$ cat src/rtl/id_hazard_ctrl_pkg.sv
// Shared types for the ID hazard controller: opcodes, mux selects, hazard state
// encoding and the register-usage helpers.
package id_hazard_ctrl_pkg;

  typedef enum logic [6:0] {
    op_lui   = 7'b0110111,
    op_auipc = 7'b0010111,
    op_jal   = 7'b1101111,
    op_jalr  = 7'b1100111,
    op_br    = 7'b1100011,
    op_load  = 7'b0000011,
    op_store = 7'b0100011,
    op_imm   = 7'b0010011,
    op_reg   = 7'b0110011,
    op_csr   = 7'b1110011
  } rv32i_opcode;

  // Forwarding source; both branch-operand muxes share one encoding.
  typedef enum logic [2:0] {
    fwd_id      = 3'd0,
    fwd_ex      = 3'd1,
    fwd_mem_alu = 3'd2,
    fwd_mem_ld  = 3'd3,
    fwd_wb_alu  = 3'd4,
    fwd_wb_ld   = 3'd5
  } fwd_src_t;

  typedef fwd_src_t forwardingmux3_sel_t;
  typedef fwd_src_t forwardingmux4_sel_t;

  typedef enum logic {
    controlmux_ctrl = 1'b0,
    controlmux_zero = 1'b1
  } controlmux_sel_t;

  typedef logic [1:0] hazard_state_t;
  localparam hazard_state_t RUN    = 2'd0;
  localparam hazard_state_t FREEZE = 2'd1;
  localparam hazard_state_t HALT   = 2'd2;

  function automatic logic uses_rs1(input logic [6:0] op);
    case (op)
      op_jalr, op_br, op_load, op_store, op_imm, op_reg: return 1'b1;
      default: return 1'b0;
    endcase
  endfunction

  function automatic logic uses_rs2(input logic [6:0] op);
    case (op)
      op_br, op_store, op_reg: return 1'b1;
      default: return 1'b0;
    endcase
  endfunction

  // x0 is hardwired to zero, so it never carries a dependency.
  function automatic logic reg_match(input logic [4:0] rs, input logic [4:0] rd,
                                     input logic wr);
    return wr && (rs != 5'd0) && (rs == rd);
  endfunction

endpackage

$ cat src/rtl/id_hazard_ctrl_fwd_sel.sv
// Combinational forwarding priority matcher for one ID source operand
// (EX over MEM over WB; an EX load cannot forward and falls through).
module fwd_sel_unit
  import id_hazard_ctrl_pkg::*;
(
  input  logic [4:0] rs,
  input  logic [4:0] ex_rd,
  input  logic [4:0] mem_rd,
  input  logic [4:0] wb_rd,
  input  logic       ex_load_regfile,
  input  logic       mem_load_regfile,
  input  logic       wb_load_regfile,
  input  logic       ex_mem_read,
  input  logic       mem_mem_read,
  input  logic       wb_mem_read,
  output fwd_src_t   sel
);

  always_comb begin
    sel = fwd_id;
    if (reg_match(rs, ex_rd, ex_load_regfile) && !ex_mem_read)
      sel = fwd_ex;
    else if (reg_match(rs, mem_rd, mem_load_regfile))
      sel = mem_mem_read ? fwd_mem_ld : fwd_mem_alu;
    else if (reg_match(rs, wb_rd, wb_load_regfile))
      sel = wb_mem_read ? fwd_wb_ld : fwd_wb_alu;
  end

endmodule

$ cat src/rtl/id_hazard_ctrl.sv
// Hazard/sequencing controller beside ID: forwarding selects, load-use bubble,
// memory-stall freeze, flush and halt drain. Optional counters: HAZARD_PERF_CNT_EN.
module id_hazard_ctrl
  import id_hazard_ctrl_pkg::*;
#(
  parameter int HALT_DRAIN = 3
`ifdef HAZARD_PERF_CNT_EN
  , parameter int CNT_W    = 32
`endif
) (
  input  logic                clk,
  input  logic                rst,
  input  logic [6:0]          id_opcode_i,
  input  logic [4:0]          id_rs1_i,
  input  logic [4:0]          id_rs2_i,
  input  logic [4:0]          ex_rd_i,
  input  logic [4:0]          mem_rd_i,
  input  logic [4:0]          wb_rd_i,
  input  logic                ex_load_regfile_i,
  input  logic                mem_load_regfile_i,
  input  logic                wb_load_regfile_i,
  input  logic                ex_mem_read_i,
  input  logic                mem_mem_read_i,
  input  logic                wb_mem_read_i,
  input  logic                id_flush_i,
  input  logic                id_halt_en_i,
  input  logic                imem_stall_i,
  input  logic                dmem_stall_i,
  output forwardingmux3_sel_t forwardD_o,
  output forwardingmux4_sel_t forwardE_o,
  output controlmux_sel_t     controlmux_sel_o,
  output logic                pc_load_o,
  output logic                if_id_load_o,
  output logic                id_ex_load_o,
  output logic                ex_mem_load_o,
  output logic                mem_wb_load_o,
  output logic                if_id_flush_o,
  output logic                halted_o
`ifdef HAZARD_PERF_CNT_EN
  ,
  output logic [CNT_W-1:0]    stall_cnt_o,
  output logic [CNT_W-1:0]    bubble_cnt_o,
  output logic [CNT_W-1:0]    flush_cnt_o
`endif
);

  localparam int DRAIN_W = (HALT_DRAIN < 1) ? 1 : $clog2(HALT_DRAIN + 1);
  localparam logic [DRAIN_W-1:0] DRAIN_MAX = DRAIN_W'(HALT_DRAIN);

  hazard_state_t      state, state_nxt;
  logic [DRAIN_W-1:0] drain_cnt;
  fwd_src_t           fwd_rs1, fwd_rs2;
  logic               mem_stall, load_use, in_halt, halt_take, flush_now;

  fwd_sel_unit u_fwd_rs1 (
    .rs               (id_rs1_i),
    .ex_rd            (ex_rd_i),
    .mem_rd           (mem_rd_i),
    .wb_rd            (wb_rd_i),
    .ex_load_regfile  (ex_load_regfile_i),
    .mem_load_regfile (mem_load_regfile_i),
    .wb_load_regfile  (wb_load_regfile_i),
    .ex_mem_read      (ex_mem_read_i),
    .mem_mem_read     (mem_mem_read_i),
    .wb_mem_read      (wb_mem_read_i),
    .sel              (fwd_rs1)
  );

  fwd_sel_unit u_fwd_rs2 (
    .rs               (id_rs2_i),
    .ex_rd            (ex_rd_i),
    .mem_rd           (mem_rd_i),
    .wb_rd            (wb_rd_i),
    .ex_load_regfile  (ex_load_regfile_i),
    .mem_load_regfile (mem_load_regfile_i),
    .wb_load_regfile  (wb_load_regfile_i),
    .ex_mem_read      (ex_mem_read_i),
    .mem_mem_read     (mem_mem_read_i),
    .wb_mem_read      (wb_mem_read_i),
    .sel              (fwd_rs2)
  );

  assign mem_stall = imem_stall_i | dmem_stall_i;
  assign load_use  = (uses_rs1(id_opcode_i) && ex_mem_read_i &&
                      reg_match(id_rs1_i, ex_rd_i, ex_load_regfile_i)) ||
                     (uses_rs2(id_opcode_i) && ex_mem_read_i &&
                      reg_match(id_rs2_i, ex_rd_i, ex_load_regfile_i));
  assign in_halt   = (state == HALT);

  // FREEZE with both stalls low acts exactly like RUN, so both share these terms.
  assign halt_take = !in_halt && !mem_stall && !load_use && id_halt_en_i;
  assign flush_now = !in_halt && !mem_stall && !load_use && !id_halt_en_i && id_flush_i;
  assign halted_o  = in_halt && (drain_cnt == DRAIN_MAX);

  always_comb begin
    state_nxt = state;
    case (state)
      RUN, FREEZE: begin
        if (mem_stall)      state_nxt = FREEZE;
        else if (halt_take) state_nxt = HALT;
        else                state_nxt = RUN;
      end
      HALT:    state_nxt = HALT;
      default: state_nxt = RUN;
    endcase
  end

  always_comb begin
    forwardD_o       = fwd_rs1;
    forwardE_o       = fwd_rs2;
    controlmux_sel_o = controlmux_ctrl;
    pc_load_o        = 1'b1;
    if_id_load_o     = 1'b1;
    id_ex_load_o     = 1'b1;
    ex_mem_load_o    = 1'b1;
    mem_wb_load_o    = 1'b1;
    if_id_flush_o    = 1'b0;
    if (!rst) begin
      forwardD_o       = fwd_id;
      forwardE_o       = fwd_id;
      controlmux_sel_o = controlmux_zero;
    end else if (in_halt) begin
      pc_load_o        = 1'b0;
      if_id_load_o     = 1'b0;
      controlmux_sel_o = controlmux_zero;
      id_ex_load_o     = !mem_stall;
      ex_mem_load_o    = !mem_stall;
      mem_wb_load_o    = !mem_stall;
    end else if (mem_stall) begin
      pc_load_o        = 1'b0;
      if_id_load_o     = 1'b0;
      id_ex_load_o     = 1'b0;
      ex_mem_load_o    = 1'b0;
      mem_wb_load_o    = 1'b0;
    end else if (load_use) begin
      // Flush is held off here: the branch outcome in ID was computed from a stale operand.
      pc_load_o        = 1'b0;
      if_id_load_o     = 1'b0;
      controlmux_sel_o = controlmux_zero;
    end else begin
      if_id_flush_o    = flush_now;
    end
  end

  always_ff @(posedge clk or negedge rst) begin
    if (!rst) begin
      state     <= RUN;
      drain_cnt <= '0;
    end else begin
      state <= state_nxt;
      if (halt_take)
        drain_cnt <= '0;
      else if (in_halt && !mem_stall && (drain_cnt != DRAIN_MAX))
        drain_cnt <= drain_cnt + DRAIN_W'(1);
    end
  end

`ifdef HAZARD_PERF_CNT_EN
  logic freeze_now, bubble_now;

  function automatic logic [CNT_W-1:0] sat_inc(input logic [CNT_W-1:0] v, input logic en);
    return (en && (v != {CNT_W{1'b1}})) ? v + CNT_W'(1) : v;
  endfunction

  assign freeze_now = !in_halt && mem_stall;
  assign bubble_now = !in_halt && !mem_stall && load_use;

  always_ff @(posedge clk or negedge rst) begin
    if (!rst) begin
      stall_cnt_o  <= '0;
      bubble_cnt_o <= '0;
      flush_cnt_o  <= '0;
    end else begin
      stall_cnt_o  <= sat_inc(stall_cnt_o, freeze_now);
      bubble_cnt_o <= sat_inc(bubble_cnt_o, bubble_now);
      flush_cnt_o  <= sat_inc(flush_cnt_o, flush_now);
    end
  end
`endif

endmodule

$ cat config.mk
export PLATFORM = sky130hd
export DESIGN_NAME = id_hazard_ctrl
export DESIGN_NICKNAME = d
export VERILOG_FILES = /design/src/rtl/id_hazard_ctrl_pkg.sv /design/src/rtl/id_hazard_ctrl_fwd_sel.sv /design/src/rtl/id_hazard_ctrl.sv
export SDC_FILE = /design/constraint.sdc
export NUM_CORES = 1
export LEC_CHECK = 0
export CAP_MARGIN = 20
export CORE_UTILIZATION = 30
export CTS_BUF_LIST = sky130_fd_sc_hd__clkbuf_16
export DETAILED_ROUTE_END_ITERATION = 7
export PLACE_DENSITY = 0.71
export SETUP_SLACK_MARGIN = 0.05
export SLEW_MARGIN = 25
export SYNTH_ARGS = -nofsm -noshare
export SYNTH_HDL_FRONTEND = slang
export SYNTH_SLANG_ARGS = --single-unit
$ cat constraint.sdc
create_clock -name clk -period 3.3 [get_ports clk]
set_input_delay 0.825 -clock clk [delete_from_list [all_inputs] [get_ports clk]]
set_output_delay 0.825 -clock clk [all_outputs]
set_load 0.02 [all_outputs]
==> flow_metrics.tcl <==
set metrics [dict create \
    outcome "completed" \
    critical_path_class "in2out" \
    ff2ff_path_depth 4 \
    antenna_cells 0 \
    hp-class "reg2reg" \
    synthArstFlopShare_pct 100 \
    ioPinCount 58 \
    vias_per_cell 5.09 \
    root_buffer "clkbuf_16" \
    gr-usage-all-layers_pct 25.7 \
    synth.most_common_cell "xnor2_1" \
    max_freq_mhz 310 \
    area_growth_pct 125 \
    synth_edf_count 0 \
    cp-end-kind "output pin" \
    yosysWarnings 0 \
    antenna_left 0 \
    hold_viol_final 0 \
    synth.avg_cell_area_um2 8.02 \
    final_layout_size_suffix_gt1_share_pct 43.1 \
    r2r-end "drain_cnt[0]$_DFFE_PN0P_" \
    clock-sinks 4 \
    finClkSkew_ns 0.000410 \
    yosys-top-cells-area "xnor2_1 22%, dfrtp_1 12%, xor2_1 11%, nand2_1 4.5%, nor3_1 3.6%" \
    netlist_area_um2 826 \
    tritoncts "done" \
    min_from "state[1]$_DFF_PN0_" \
    powerDensity_mw_per_mm2 234 \
    worst_pin_slew_ns 0.359 \
    synthFlopType "dfrtp_1" \
    crit_fanout 3 \
    drcViolationCount 0 \
    regArea_um2 100 \
    maxCapViolCount 0 \
    core_area_mm2 0.00254 \
    rows 18 \
    whs_endpoint "state[0]$_DFF_PN0_" \
    wl_mm 3.69 \
    htree_num_levels 1 \
    period_minus_slack_ns 3.22 \
    hold_depth 1 \
    antenna_found_initial 0 \
    io_buffer_count 57 \
    first_pass_iters 4 \
    critPathMaxStageDelay_ns 0.47 \
    synthTopCellsByCount "21 x xnor2_1, 10 x nand2_1, 10 x xor2_1, 6 x nor3_1, 5 x nand3_1" \
    clock_latency_ns 0.22 \
    grt_start_max_net_pins 10 \
    cts_inserted_buffers 3 \
    final_util_pct 73.0 \
    yosys_register_bits 4 \
    synth_top_cell_area_share_pct 22.3 \
    start_util_pct 32.4 \
    first_global_vias 1302 \
    peakVddDrop_v 0.000366 \
    die_y_um 54.5 \
    yosysSeqAreaShare_pct 12.1 \
    timing.final.crit_share_pct 97.6 \
    synth_nets 148 \
    p_leak_nw 0.827 \
    multi_input_area_um2 797 \
    critPathRequiredTime_ns 2.47 \
    crit_path_cell_trace "dlygate4sd2_1, or2_4, a21oi_2, or4b_4, o21a_1, o211ai_1, buf_4" \
    crit_start "id_opcode_i[6]" \
    rsz0062_at_grt "yes" \
    r2r_setup_slack_ns 1.87 \
    syn_inst 103 \
    cpMaxStageDelayCell "or4b_4" \
    vias 1190 \
    grt_pass1_wl_mm 5.37 \
    drt-wirelength-per-cell_um 15.8 \
    gr-total-overflow 0 \
    dieArea_mm2 0.00297 \
    cts_buffer_depth 2 \
    synth_cell_types 38 \
    fillers 202 \
    gp_congestion 0.828 \
    whs_ns 0.463 \
    relSlewSlack_pct 75.9 \
    hpwl_mm 2.65 \
    start_kind "input pin" \
    setup_viol 0 \
    synth_top_area_cell "xnor2_1" \
    total_power_w 0.000435 \
    slew_violations 0 \
    path_clk_slew_ns 0.03 \
    r2r_start "state[0]$_DFF_PN0_" \
    final_nets 251 \
    drt_iter0_markers 12 \
    critPathArrivalTime_ns 2.40 \
    die_w_um 54.5 \
]
## how the worst max path moves through the flow
stage	end	cells past startpoint
final	controlmux_sel_o	7
after floorplan	forwardE_o[1]	5
after global routing	controlmux_sel_o	7
after global placement	controlmux_sel_o	7
after CTS	pc_load_o	10
after detailed placement	if_id_flush_o	7
## power by group
group | switching (W) | total [W] | internal, W
clock | 0.0000300 | 0.000184 | 0.000154
sequential | 0.00000328 | 0.0000577 | 0.0000544
combinational | 0.0000873 | 0.000193 | 0.000105
total | 0.000121 | 0.000435 | 0.000314
## sequential cells by signal, summed over array words and instances (netlist names)
signal     cells
drain_cnt      2
state          2
## layout by cell type, fill, tap and decap left out, types with 3 or more instances in the layout
cell	instances
dlygate4sd2_1	17
dfrtp_1	4
clkdlybuf4s50_1	15
clkbuf_2	4
buf_4	48
clkbuf_16	3
nor3_1	3
xor2_1	8
nor2_1	4
nand2_1	10
buf_6	4
nand3_1	5
buf_2	7
dlymetal6s2s_1	4
nor3_2	3
xnor2_1	20
## logic make-up after synthesis
logic type / count (synthesis) / synth area share, %
simple gates: 47 / 35.9
xor+xnor: 31 / 32.9
compound gates: 13 / 12.3
buf+inv: 6 / 4.09
flops: 4 / 12.1
mux: 1 / 1.21
fa+ha+maj: 1 / 1.51
## per-layer routing
| metal | track usage (%) | part of all wire [%] | up-vias | wire length, µm |
|---|---|---|---|---|
| li1 | - | - | 572 | - |
| met1 | 26.0 | 40 | 565 | 1470 |
| met2 | 51.2 | 54 | 44 | 2000 |
| met3 | 3.61 | 4.1 | 9 | 153 |
| met4 | 10.3 | 1.9 | 0 | 70 |
| met5 | 0 | 0 | - | 0 |
## metrics by stage
step	setup slack [ns]	instances	TNS, ns	cell area, µm²
3_3_place_gp	-0.707	226	-6.27	1710
4_1_cts	0.0526	232	0	1840
2_1_floorplan	0.0719	103	0	826
5_1_grt	0.00467	234	0	1860
3_5_place_dp	-0.734	226	-6.50	1710
6_report	0.0784	234	0	1860
## final cells by class
| class | instances | share of cell area (%) |
|---|---|---|
| clock buffers | 3 | 4.04 |
| flip-flops and latches | 4 | 5.39 |
| inverters | 2 | 0.404 |
| repair buffers | 102 | 45.3 |
| well taps | 30 | 2.02 |
| multi-input cells | 93 | 42.9 |
## critical path, delay by kind of cell
| kind | cells | cell delay (ns) |
|---|---|---|
| AO/OA/AOI/OAI | 3 | 0.43 |
| AND/OR/NAND/NOR | 2 | 0.71 |
| buffers and inverters | 2 | 0.43 |
## repair_timing
item,in CTS,in global routing
setup endpoints to repair,10,9
pin swaps,20,14
hold buffers,0,0
setup buffers,3,2
gates resized for setup,111,20
endpoints found under the hold margin,0,0
gates cloned,0,0
Note: power is estimated with default switching activity, not from simulation.
